[src/rtl/alu_rr_scheduler.sv]
// alu_rr_scheduler: round-robin arbiter in front of a single shared 8-bit ALU.
// The winning operation is computed combinationally and captured in a one-deep
// result register. That register drains to one consumer over valid/ready.
module alu_rr_scheduler #(
    parameter int NUM_REQ = 4,
    parameter int IDW     = 3
) (
    input  logic                 clk,
    input  logic                 rst_n,
    input  logic [NUM_REQ-1:0]   req_valid,
    output logic [NUM_REQ-1:0]   req_ready,
    input  logic [4*NUM_REQ-1:0] req_opcode,
    input  logic [8*NUM_REQ-1:0] req_a,
    input  logic [8*NUM_REQ-1:0] req_b,
    input  logic [8*NUM_REQ-1:0] req_c,
    input  logic [8*NUM_REQ-1:0] req_d,
    input  logic [NUM_REQ-1:0]   req_sel,
    output logic                 out_valid,
    input  logic                 out_ready,
    output logic [7:0]           out_result,
    output logic                 out_zero,
    output logic [IDW-1:0]       out_id,
    output logic [15:0]          ops_done
);
    localparam int PW = $clog2(NUM_REQ);

    typedef struct packed {
        logic [3:0] opcode;
        logic [7:0] a;
        logic [7:0] b;
        logic [7:0] c;
        logic [7:0] d;
        logic       sel;
    } op_req_t;

    typedef enum logic {EMPTY, FULL} state_t;

    state_t        state;
    op_req_t       lane [NUM_REQ];
    op_req_t       win_req;
    logic [PW-1:0] ptr;
    logic [PW-1:0] winner;
    logic [PW-1:0] cand;
    logic [PW-1:0] next_ptr;
    logic          found;
    logic          accept;
    logic [7:0]    alu_res;
    int            pos;

    // Unpack the flat per-requester buses into one struct per lane
    for (genvar g = 0; g < NUM_REQ; g++) begin : g_lane
        assign lane[g] = {req_opcode[4*g +: 4], req_a[8*g +: 8], req_b[8*g +: 8],
                          req_c[8*g +: 8], req_d[8*g +: 8], req_sel[g]};
    end

    assign out_valid = (state == FULL);
    // Reset gates the accept so no grant is ever shown while rst_n is low
    assign accept    = rst_n && (!out_valid || out_ready) && found;
    assign win_req   = lane[winner];
    assign next_ptr  = (winner == PW'(NUM_REQ - 1)) ? '0 : winner + 1'b1;

    // Round-robin search: first valid requester starting at ptr, wrapping
    always_comb begin
        found  = 1'b0;
        winner = '0;
        pos    = 0;
        cand   = '0;
        for (int k = 0; k < NUM_REQ; k++) begin
            pos = int'(ptr) + k;
            if (pos >= NUM_REQ) pos = pos - NUM_REQ;
            cand = PW'(pos);
            if (!found && req_valid[cand]) begin
                found  = 1'b1;
                winner = cand;
            end
        end
    end

    // One-hot grant at the winner, only on a real accept
    always_comb begin
        req_ready = '0;
        if (accept) req_ready[winner] = 1'b1;
    end

    // Shared ALU datapath; everything is mod 256
    always_comb begin
        alu_res = '0;
        case (win_req.opcode)
            4'b0000, 4'b0111: alu_res = win_req.a + win_req.b + win_req.c + win_req.d;
            4'b0001:          alu_res = win_req.a - win_req.b;
            4'b0010:          alu_res = win_req.a & win_req.b;
            4'b0011:          alu_res = win_req.a | win_req.b;
            4'b0100:          alu_res = win_req.a ^ win_req.b;
            4'b0101:          alu_res = ~win_req.a;
            4'b0110:          alu_res = win_req.sel ? (win_req.a + win_req.c)
                                                    : (win_req.b + win_req.d);
            default:          alu_res = '0;
        endcase
    end

    // Result register FSM: a FULL register reloads on drain+accept with no bubble
    always_ff @(posedge clk) begin
        if (!rst_n) begin
            state      <= EMPTY;
            out_result <= '0;
            out_zero   <= 1'b0;
            out_id     <= '0;
        end else begin
            case (state)
                EMPTY: begin
                    if (accept) begin
                        out_result <= alu_res;
                        out_zero   <= (alu_res == 8'h00);
                        out_id     <= IDW'(winner);
                        state      <= FULL;
                    end
                end
                FULL: begin
                    if (accept) begin
                        out_result <= alu_res;
                        out_zero   <= (alu_res == 8'h00);
                        out_id     <= IDW'(winner);
                    end else if (out_ready) begin
                        state <= EMPTY;
                    end
                end
                default: state <= EMPTY;
            endcase
        end
    end

    // Pointer advances past the winner only when something is accepted
    always_ff @(posedge clk) begin
        if (!rst_n)      ptr <= '0;
        else if (accept) ptr <= next_ptr;
    end

    // Completed output handshakes, free-running modulo 2^16
    always_ff @(posedge clk) begin
        if (!rst_n)                      ops_done <= '0;
        else if (out_valid && out_ready) ops_done <= ops_done + 16'd1;
    end

endmodule

[config.mk]
export PLATFORM = sky130hd
export DESIGN_NAME = alu_rr_scheduler
export DESIGN_NICKNAME = d
export VERILOG_FILES = /design/src/rtl/alu_rr_scheduler.sv
export SDC_FILE = /design/constraint.sdc
export NUM_CORES = 1
export LEC_CHECK = 0
export CORE_ASPECT_RATIO = 0.9
export CORE_UTILIZATION = 39
export CTS_BUF_LIST = sky130_fd_sc_hd__clkbuf_8
export CTS_CLUSTER_DIAMETER = 60
export CTS_CLUSTER_SIZE = 30
export DETAILED_ROUTE_END_ITERATION = 16
export GPL_ROUTABILITY_DRIVEN = 0
export PLACE_DENSITY = 0.73
export SLEW_MARGIN = 15
export SYNTH_ARGS = -nofsm -noshare
export SYNTH_HDL_FRONTEND = slang
export SYNTH_SLANG_ARGS = --single-unit
[constraint.sdc]
create_clock -name clk -period 8.03 [get_ports clk]
set_clock_uncertainty 0.2 [all_clocks]
set_input_delay 1.606 -clock clk [delete_from_list [all_inputs] [get_ports clk]]
set_output_delay 1.606 -clock clk [all_outputs]
set_load 0.005 [all_outputs]
==> flow_metrics.py, run 1 <==
metrics = {
    "placed_design": {
        "dp_hpwl_microns": 12710,
        "placed_cell_area_sq_um": 6830,
        "port_buffers": 186,
    },
    "timing": {
        "period_needed_ps": 7309,
        "timing.final.hold_violations": 0,
        "fmax_mhz": 136.8,
        "rsz0062_at_grt": "false",
        "hold-worst-slack_ps": 267.9,
        "slew_headroom_pct": 51.87,
        "setup_viol": 0,
        "fin_tns_setup_ps": 0,
        "worstMarginPinSlew_ps": 720.6,
        "post-route-period-util_pct": 91.02,
        "finalMaxSlewViolations": 0,
    },
    "worst_setup_path": {
        "critical_path_class": "primary input to flip-flop",
        "endpoint_kind": "flip-flop",
        "start_kind": "primary input",
        "crit_required_ps": 8020,
        "critPathMaxFanout": 42,
        "crit_arrival_ps": 7300,
    },
    "synth": {
        "mappedNetlistArea_sq_um": 4850,
        "synth_fp_nets": 880,
        "async_reset_ff_share_pct": 0,
        "ys_seq_elements": 30,
        "syn_inst": 659,
        "yosysWarnings": 0,
        "avgSynthCellArea_sq_um": 7.359,
        "synth_edf_count": 0,
        "ys_types": 75,
        "ys.flop_type": "dfxtp_1",
        "yosysSeqAreaShare_pct": 12.38,
    },
    "cells_and_area": {
        "fin_area_sq_um": 6940,
        "num_antenna_cells": 0,
        "drive_gt1_share_pct": 5.048,
        "fin_nets": 1052,
        "area_growth_pct": 43.11,
        "n_fill_cell": 1122,
        "final_cell_mix": "clkdlybuf4s50_1, nand2_1, nand3_1",
        "final_common_cell": "clkdlybuf4s50_1",
    },
    "clock_network": {
        "ctsHtreeMaxLevel": 2,
        "cts-root-buf": "clkbuf_8",
        "post_cts_buffers": 0,
        "cts_tree": "done",
        "clock_path_buffers": 2,
        "numCtsBuffers": 5,
        "path_clk_slew_ps": 60,
        "clk_latency_ps": 270,
        "cts.repair.resized": 0,
        "cts_sinks": 30,
        "cts_hold_buf": 0,
    },
    "drt": {
        "first_iter_violations": 434,
        "post_drt_via_cell_ratio": 5.410,
        "vias": 5367,
        "antenna_left": 0,
        "drc": 0,
        "firstDrtPassIters": 5,
        "detail_route.wl_per_cell_microns": 15.16,
        "routed_wl_microns": 15040,
    },
    "run": {
        "cap_viol_max_count": 0,
    },
    "global_routing": {
        "grt_max_degree": 55,
        "grt_pass1_vias": 5334,
        "grt_usage_pct": 23.22,
        "antenna_found_initial": 0,
        "gr-total-overflow": 0,
        "grt_pass1_wl_microns": 24180,
    },
    "die": {
        "core_area_sq_um": 12080,
        "die_w_microns": 119.5,
        "die_y_microns": 107.8,
        "die-area_sq_um": 12890,
        "pin_count": 188,
        "core.rowCount": 38,
        "initial_core_util_pct": 40.16,
    },
    "power_and_ir_drop": {
        "power.leakage_nw": 3.028,
        "ir_drop_uv": 129.2,
        "power.total_mw": 1.931,
        "powerDensity_nw_per_um2": 278.2,
    },
    "worst_hold_path": {
        "hp-class": "flip-flop to flip-flop",
    },
    "outcome": {
        "outcome": "finished, final reports clean",
    },
}
through the flow:
stage | worst slack, ps | std cells | utilization (%)
5_1_grt | 175.8 | 992 | 57.47
4_1_cts | 705.5 | 992 | 57.47
2_1_floorplan | 1040 | 659 | -
3_3_place_gp | 651.7 | 984 | 56.56
6_report | 721.4 | 992 | 57.47
3_5_place_dp | 435.2 | 984 | 56.56
worst max-delay path: stages:
cell             delay (ps)
clkdlybuf4s50_1         510
and2_4                  170
and2_0                  120
or3_1                   540
clkinv_4                470
a31oi_1                 500
fa_1                    500
fa_1                    470
ha_1                    230
inv_1                    70
fa_1                    180
nor2b_1                  60
o21a_1                  180
o21ai_0                 240
nand2b_1                 90
a21oi_1                 170
xnor3_1                 240
xnor2_1                 150
o211ai_1                100
a2111o_1                420
o31ai_2                 260
report_power, final:
group	leakage, nW	switching [mW]	internal (mW)
combinational	2.73	0.870	0.736
sequential	0.244	0.0143	0.172
clock	0.0575	0.0523	0.0864
layer usage:
layer	up-vias	part of all wire [%]	track usage, %
li1	2621	-	-
met1	2469	40	26.08
met2	234	51	44.51
met3	43	6.5	3.231
met4	0	3.0	7.946
met5	-	0	0
sequential cells by signal (all words and copies together) (netlist names):
| name | flops |
|---|---|
| ops_done | 16 |
| out_result | 8 |
| out_valid | 1 |
| out_id | 2 |
| ptr | 2 |
| out_zero | 1 |
worst paths after layout:
check	from	end	slack, ps	depth (start not counted)
worst max-delay path	req_valid[0]	out_zero$_SDFFE_PN0P_	720	21
worst min register to register	out_result[0]$_SDFFE_PN0P_	out_result[0]$_SDFFE_PN0P_	270	2
worst max register to register	ptr[1]$_SDFFE_PN0P_	out_zero$_SDFFE_PN0P_	2130	20
worst min-delay path	out_result[0]$_SDFFE_PN0P_	out_result[0]$_SDFFE_PN0P_	270	2
cell families after synthesis:
| family | Yosys count | share of synthesized area (%) |
|---|---|---|
| DFF | 30 | 12.38 |
| xor gates and xnor gates | 37 | 6.966 |
| adders and majority gates | 66 | 19.66 |
| muxes | 31 | 6.734 |
| and+or+nand+nor | 309 | 30.99 |
| other | 1 | 0.07733 |
| AOI/OAI and AO/OA | 113 | 16.98 |
| buffers and inverters | 72 | 6.217 |
cell type report:
type | count | area [sq um] | share of cell area, %
Multi-Input combinational cell | 557 | 3948 | 56.88
Sequential cell | 30 | 600.6 | 8.653
Inverter | 45 | 175.2 | 2.524
Timing Repair Buffer | 192 | 1907 | 27.47
Clock buffer | 8 | 110.1 | 1.586
Tap cell | 160 | 200.2 | 2.884
cells in the mapped netlist (all sizes together) (5+ instances only):
cell type    n  area [sq um]
nand2b       7         43.79
a211oi       6         65.06
a21o        10         75.07
fa          17         340.3
buf         12         70.06
and2        25         158.9
dfxtp       30         600.6
o21ai       27         135.1
nor2b        7         43.79
xnor2       26         227.7
a21oi       19         95.09
xor2        10         87.58
nand2      135         516.8
nor2        15         56.30
inv         43         161.4
mux2i       27         274.0
nor3         7         35.03
o21bai       5         41.29
o211ai       5         42.54
nand3       73         370.4
a31oi       13         102.6
and3        21         136.4
clkbuf      15         56.30
ha          49         613.1
No activity file was read; power rests on OpenSTA's default activity.
==> inputs of run 2 (changes only) <==
--- a/config.mk
+++ b/config.mk
@@ -12,6 +12,7 @@
 export CTS_CLUSTER_SIZE = 30
 export DETAILED_ROUTE_END_ITERATION = 16
 export GPL_ROUTABILITY_DRIVEN = 0
+export GPL_TIMING_DRIVEN = 0
 export PLACE_DENSITY = 0.73
 export SLEW_MARGIN = 15
 export SYNTH_ARGS = -nofsm -noshare
==> run 2 against run 1 <==
Hold slack lost 2.5 ps. Critical path depth up 4. Global-route usage is 0.99 points higher. Combinational power is essentially flat. Total power down 0.15%. Count of clock-buffer cells in the layout shrank 2. Cell count grew 2.0%. Die area unchanged. Sequential share of layout area decreased by 0.15 points.
==> flow_metrics.py, run 2 (synthesis results as in run 1) <==
metrics = {
    "outcome": {
        "outcome": "finished, final reports clean",
    },
    "cells_and_area": {
        "top_regs": "ops_done (16), out_result (8)",
        "final_common_cell": "clkdlybuf4s50_1",
        "final_cell_mix": "clkdlybuf4s50_1, nand2_1, nand3_1",
        "area_growth_pct": 45.64,
        "utilization_pct": 58.49,
        "fin_area_sq_um": 7063,
        "drive_gt1_share_pct": 5.751,
        "fin_nets": 1074,
        "stdcell_count": 1012,
        "largest_register_ffs": 16,
        "num_antenna_cells": 0,
        "top_register": "ops_done",
    },
    "die": {
        "initial_core_util_pct": 40.16,
        "die-area_sq_um": 12890,
        "die_w_microns": 119.5,
        "core_area_sq_um": 12080,
        "core.rowCount": 38,
        "die_y_microns": 107.8,
        "pin_count": 188,
    },
    "global_routing": {
        "grt_max_degree": 20,
        "grt_usage_pct": 24.21,
        "gr-total-overflow": 0,
        "grt_pass1_vias": 5351,
        "antenna_found_initial": 0,
        "grt_pass1_wl_microns": 25150,
    },
    "timing": {
        "finalMaxSlewViolations": 0,
        "worstMarginPinSlew_ps": 1008,
        "period_needed_ps": 7615,
        "rsz0062_at_grt": "false",
        "fin_tns_setup_ps": 0,
        "setup_viol": 0,
        "slew_headroom_pct": 30.90,
        "fmax_mhz": 131.3,
        "post-route-period-util_pct": 94.84,
        "timing.final.hold_violations": 0,
    },
    "placed_design": {
        "placed_cell_area_sq_um": 6912,
        "dp_hpwl_microns": 13210,
        "port_buffers": 186,
        "dp_cells": 1005,
    },
    "drt": {
        "antenna_left": 0,
        "drc": 0,
        "routed_wl_microns": 15390,
        "post_drt_via_cell_ratio": 5.368,
        "first_iter_violations": 277,
        "detail_route.wl_per_cell_microns": 15.21,
        "firstDrtPassIters": 5,
        "vias": 5432,
    },
    "power_and_ir_drop": {
        "power.total_mw": 1.928,
        "power.leakage_nw": 3.066,
        "powerDensity_nw_per_um2": 273.0,
        "ir_drop_uv": 162.8,
    },
    "clock_network": {
        "cts_sinks": 30,
        "path_clk_slew_ps": 50,
        "clock_path_buffers": 2,
        "numCtsBuffers": 5,
        "ctsHtreeMaxLevel": 2,
        "cts_tree": "done",
        "cts-root-buf": "clkbuf_8",
        "clk_latency_ps": 280,
    },
    "worst_setup_path": {
        "max_stage_delay_ps": 510,
        "worstPathBufferInverterCount": 5,
        "start_kind": "primary input",
        "crit_arrival_ps": 7610,
        "crit_required_ps": 8020,
        "critical_path_class": "primary input to flip-flop",
        "slowest_stage": "clkdlybuf4s50_1",
        "cp_common_cell": "fa_1",
        "endpoint_kind": "flip-flop",
        "critPathMaxFanout": 10,
        "crit_family": "compound AO/OA/AOI/OAI gates",
    },
    "worst_hold_path": {
        "hp-class": "flip-flop to flip-flop",
    },
    "run": {
        "cap_viol_max_count": 0,
    },
}
[run 2: changes by cell type in the layout (fill, tap and decap cells not counted), moves of 2 or more]
cell      change
clkbuf_1     +14
a31oi_1       -2
clkbuf_4      +3
buf_6         +2
buf_1         +2
clkbuf_8      -2
inv_4         +2
a31oi_4       +2
[run 2: stage by stage]
step	hold slack (ps)	worst slack (ps)
CTS	267.6	4.231
global route	293.2	25.12
floorplan	257.4	1040
detailed placement	260.3	-374.9
finish	265.4	414.5
global placement	253.8	-244.1
[run 2: what timing repair did]
item                       4_1_cts  5_1_grt
setup endpoints to repair        2        3
pin swaps                        0        1
resized for setup                3       12
hold buffers                     0        0
buffers inserted                 0        3
[run 2: worst min-delay path, stage by stage (launching register included)]
cell and delay [ps]:
dfxtp_1 310, nand3_1 60, o21ai_1 50
[run 2: metal layers]
metal / global-route usage [%] / up-vias / wire (microns)
li1: - / 2670 / -
met1: 28.37 / 2528 / 6306
met2: 45.95 / 201 / 7757
met3: 2.172 / 33 / 887
met4: 8.036 / 0 / 437
met5: 0 / - / 0
[run 2: worst paths after layout]
check                              from                          to  slack, ps  depth (start not counted)
max                        req_valid[0]       out_zero$_SDFFE_PN0P_        410                         25
min          out_result[0]$_SDFFE_PN0P_  out_result[0]$_SDFFE_PN0P_        270                          2
max reg2reg         ptr[1]$_SDFFE_PN0P_       out_zero$_SDFFE_PN0P_       1830                         25
min reg2reg  out_result[0]$_SDFFE_PN0P_  out_result[0]$_SDFFE_PN0P_        270                          2
[run 2: final cells by class]
| cell class | instances | area, sq um |
|---|---|---|
| Clock buffer | 6 | 82.58 |
| Inverter | 45 | 178.9 |
| Fill cell | 1136 | 5014 |
| Buffer | 25 | 130.1 |
| Multi-Input combinational cell | 557 | 3986 |
| Tap cell | 160 | 200.2 |
| Sequential cell | 30 | 600.6 |
| Timing Repair Buffer | 189 | 1884 |
[run 2: power by group]
part           total [mW]  switching (mW)  internal (mW)
Clock               0.116          0.0497         0.0658
Combinational        1.63           0.885          0.741
Sequential          0.186          0.0136          0.172
Total                1.93           0.949          0.979
==> inputs of run 3 (changes only) <==
--- a/config.mk
+++ b/config.mk
@@ -6,14 +6,13 @@
 export NUM_CORES = 1
 export LEC_CHECK = 0
 export CORE_ASPECT_RATIO = 0.9
-export CORE_UTILIZATION = 39
-export CTS_BUF_LIST = sky130_fd_sc_hd__clkbuf_8
+export CORE_UTILIZATION = 32
+export CTS_BUF_LIST = sky130_fd_sc_hd__clkbuf_16
 export CTS_CLUSTER_DIAMETER = 60
 export CTS_CLUSTER_SIZE = 30
 export DETAILED_ROUTE_END_ITERATION = 16
 export GPL_ROUTABILITY_DRIVEN = 0
 export GPL_TIMING_DRIVEN = 0
-export PLACE_DENSITY = 0.73
 export SLEW_MARGIN = 15
 export SYNTH_ARGS = -nofsm -noshare
 export SYNTH_HDL_FRONTEND = slang
==> constraint.sdc (replaced) <==
create_clock -name clk -period 6.2 [get_ports clk]
set_clock_uncertainty 0.2 [all_clocks]
set_input_delay 1.24 -clock clk [delete_from_list [all_inputs] [get_ports clk]]
set_output_delay 1.24 -clock clk [all_outputs]
set_load 0.005 [all_outputs]
==> run 3 against run 2 <==
Die area is 21% higher. Total power is 56% higher. Critical path type unchanged. Register-to-register slack worse by 1100 ps. Global-route usage is 2.1 points lower. Non-clock buffer count is 36 higher. Utilization is 6.1 points lower. Wire length is 9.4% higher. Sequential power is 30% higher. First-iteration DRC count is 26% lower. Flip-flop and latch count stayed put. Via count is 1.3% higher. Largest power group unchanged.
==> flow_metrics.py, run 3 (synthesis results as in run 1) <==
metrics = {
    "drt": {
        "firstDrtPassIters": 5,
        "post_drt_via_cell_ratio": 5.055,
        "routed_wl_microns": 16830,
        "antenna_left": 0,
        "drc": 0,
        "detail_route.wl_per_cell_microns": 15.47,
        "vias": 5500,
        "first_iter_violations": 205,
    },
    "timing": {
        "timing.final.hold_violations": 0,
        "worstMarginPinSlew_ps": 1036,
        "finalMaxSlewViolations": 0,
        "setup_viol": 0,
        "slew_headroom_pct": 28.93,
        "post-route-period-util_pct": 97.67,
        "fmax_mhz": 165.1,
        "period_needed_ps": 6056,
        "fin_ws_ps": 144.2,
    },
    "die": {
        "pin_count": 188,
        "die_w_microns": 131.8,
        "die-area_sq_um": 15650,
        "core_area_sq_um": 14770,
        "initial_core_util_pct": 32.84,
        "core.rowCount": 42,
        "die_y_microns": 118.8,
    },
    "clock_network": {
        "clock_path_buffers": 2,
        "path_clk_slew_ps": 50,
        "numCtsBuffers": 5,
        "cts_hold_buf": 0,
        "ctsHtreeMaxLevel": 2,
        "cts_tree": "done",
        "cts_sinks": 30,
        "cts-root-buf": "clkbuf_16",
        "clk_latency_ps": 270,
    },
    "power_and_ir_drop": {
        "seqPwrFrac_pct": 8.0,
        "switchingPower_mw": 1.371,
        "power.total_mw": 3.009,
        "power_frac_comb_pct": 83.1,
        "p_sw_share_pct": 45.55,
        "powerDensity_nw_per_um2": 388.9,
        "p_int_mw": 1.638,
        "clock_power_share_pct": 8.9,
        "ir_drop_uv": 223.5,
        "power.leakage_nw": 3.388,
    },
    "worst_setup_path": {
        "start_kind": "primary input",
        "ff2ff_setup_slack_ps": 780,
        "worstPathBufferInverterCount": 4,
        "endpoint_kind": "flip-flop",
        "crit_required_ps": 6190,
        "critPathMaxFanout": 7,
        "max_stage_delay_ps": 530,
        "slowest_stage": "fa_1",
        "crit_arrival_ps": 6050,
        "critical_path_class": "primary input to flip-flop",
        "path_cells": "buf_6 > and2_4 > and2_4 > or3_4 > clkbuf_16 > clkbuf_16 > and3_4 > a31oi_4 > fa_1 > fa_1 > ha_2 > inv_2 > fa_2 > nor2b_2 > o21a_1 > o21ai_2 > nand2b_1 > a21oi_2 > xnor3_1 > xnor2_2 > o211ai_1 > a2111o_1 > o31ai_2",
        "crit_family": "adder cells",
    },
    "placed_design": {
        "dp_slack_ps": -1355,
        "dp_hpwl_microns": 14050,
        "port_buffers": 186,
    },
    "global_routing": {
        "grt_max_degree": 20,
        "grt_usage_pct": 22.08,
        "grt_use_met3_pct": 2.660,
        "antenna_found_initial": 0,
        "grt_pass1_wl_microns": 27950,
        "grt_most_used_layer": "met2",
        "grt_pass1_vias": 5751,
        "grt_use_met2_pct": 40.41,
        "gr-total-overflow": 0,
        "use_met1_pct": 26.53,
    },
    "cells_and_area": {
        "n_fill_cell": 1407,
        "final_common_cell": "clkdlybuf4s50_1",
        "utilization_pct": 52.39,
        "num_antenna_cells": 0,
        "largest_register_ffs": 16,
        "area_growth_pct": 59.52,
        "top_regs": "ops_done (16), out_result (8)",
        "final_cell_mix": "clkdlybuf4s50_1, nand2_1, nand3_1",
        "drive_gt1_share_pct": 14.38,
        "fin_nets": 1110,
        "top_register": "ops_done",
    },
    "outcome": {
        "outcome": "finished, final reports clean",
    },
    "worst_hold_path": {
        "hp-class": "flip-flop to flip-flop",
    },
    "run": {
        "cap_viol_max_count": 0,
    },
}
run 3: cell types whose count changed in the layout (fill, tap and decap cells not counted), moves of 3 or more:
cell | before | now
clkbuf_8 | 6 | 2
inv_2 | 0 | 3
inv_1 | 42 | 39
clkbuf_1 | 14 | 6
nand2_1 | 133 | 129
buf_4 | 5 | 43
clkdlybuf4s50_1 | 186 | 182
clkbuf_16 | 0 | 8
nand2_2 | 1 | 5
a31oi_1 | 9 | 5
run 3: power groups by stage:
stage	Sequential, mW	Combinational, mW	Clock [mW]
after floorplan	0.245	1.50	0
after global placement	0.243	2.07	0
after detailed placement	0.244	2.12	0
after CTS	0.242	2.39	0.273
after global routing	0.246	2.79	0.280
final	0.242	2.50	0.268
run 3: what timing repair did:
action | in CTS | in global routing
cloned | 0 | 0
setup endpoints to repair | 7 | 3
setup buffers | 26 | 14
gates resized for setup | 59 | 34
pin swaps | 20 | 19
hold endpoints to repair | 0 | 0
run 3: through the flow:
step                      area [sq um]  hold WS (ps)  cells  TNS [ps]
after floorplan                   4915         257.4    659         0
after global placement            7024         252.7   1043     -4948
after detailed placement          7024         258.0   1043     -5496
after CTS                         7587         265.1   1075         0
after global routing              7736         278.4   1088    -27.35
final                             7736         264.4   1088         0
run 3: final cells by class:
type / count / area, sq um / area share [%]
plain buffers: 24 / 256.5 / 3.316
clock buffers: 5 / 125.1 / 1.617
clock inverters: 3 / 40.04 / 0.5175
inverters: 45 / 196.4 / 2.539
multi-input cells: 557 / 4121 / 53.28
flip-flops and latches: 30 / 600.6 / 7.763
well taps: 198 / 247.7 / 3.202
repair buffers: 226 / 2148 / 27.77
run 3: worst register-to-register path, cell delays in order, from the launching register on:
cell and delay, ps:
dfxtp_1 430, mux2i_1 220, nor2_1 50, or3_4 460
clkbuf_16 190, clkbuf_16 150, and3_4 150, a31oi_4 180
fa_1 450, fa_1 530, ha_2 190, inv_2 40
fa_2 340, nor2b_2 150, o21a_1 170, o21ai_2 60
nand2b_1 100, a21oi_2 70, xnor3_1 260, xnor2_2 120
o211ai_1 100, a2111o_1 500, o31ai_2 230
run 3: worst paths after layout:
check / start / to / depth (start not counted)
worst max register to register: ptr[1]$_SDFFE_PN0P_ / out_zero$_SDFFE_PN0P_ / 22
worst max-delay path: req_valid[0] / out_zero$_SDFFE_PN0P_ / 23
worst min-delay path: out_result[5]$_SDFFE_PN0P_ / out_result[5]$_SDFFE_PN0P_ / 2
worst min register to register: out_result[5]$_SDFFE_PN0P_ / out_result[5]$_SDFFE_PN0P_ / 2
run 3: routing by layer:
metal	part of all wire [%]	wire length (microns)	vias up
li1	-	-	2749
met1	43	7173	2525
met2	49	8270	194
met3	5.3	896	32
met4	2.9	486	0
met5	0	0	-
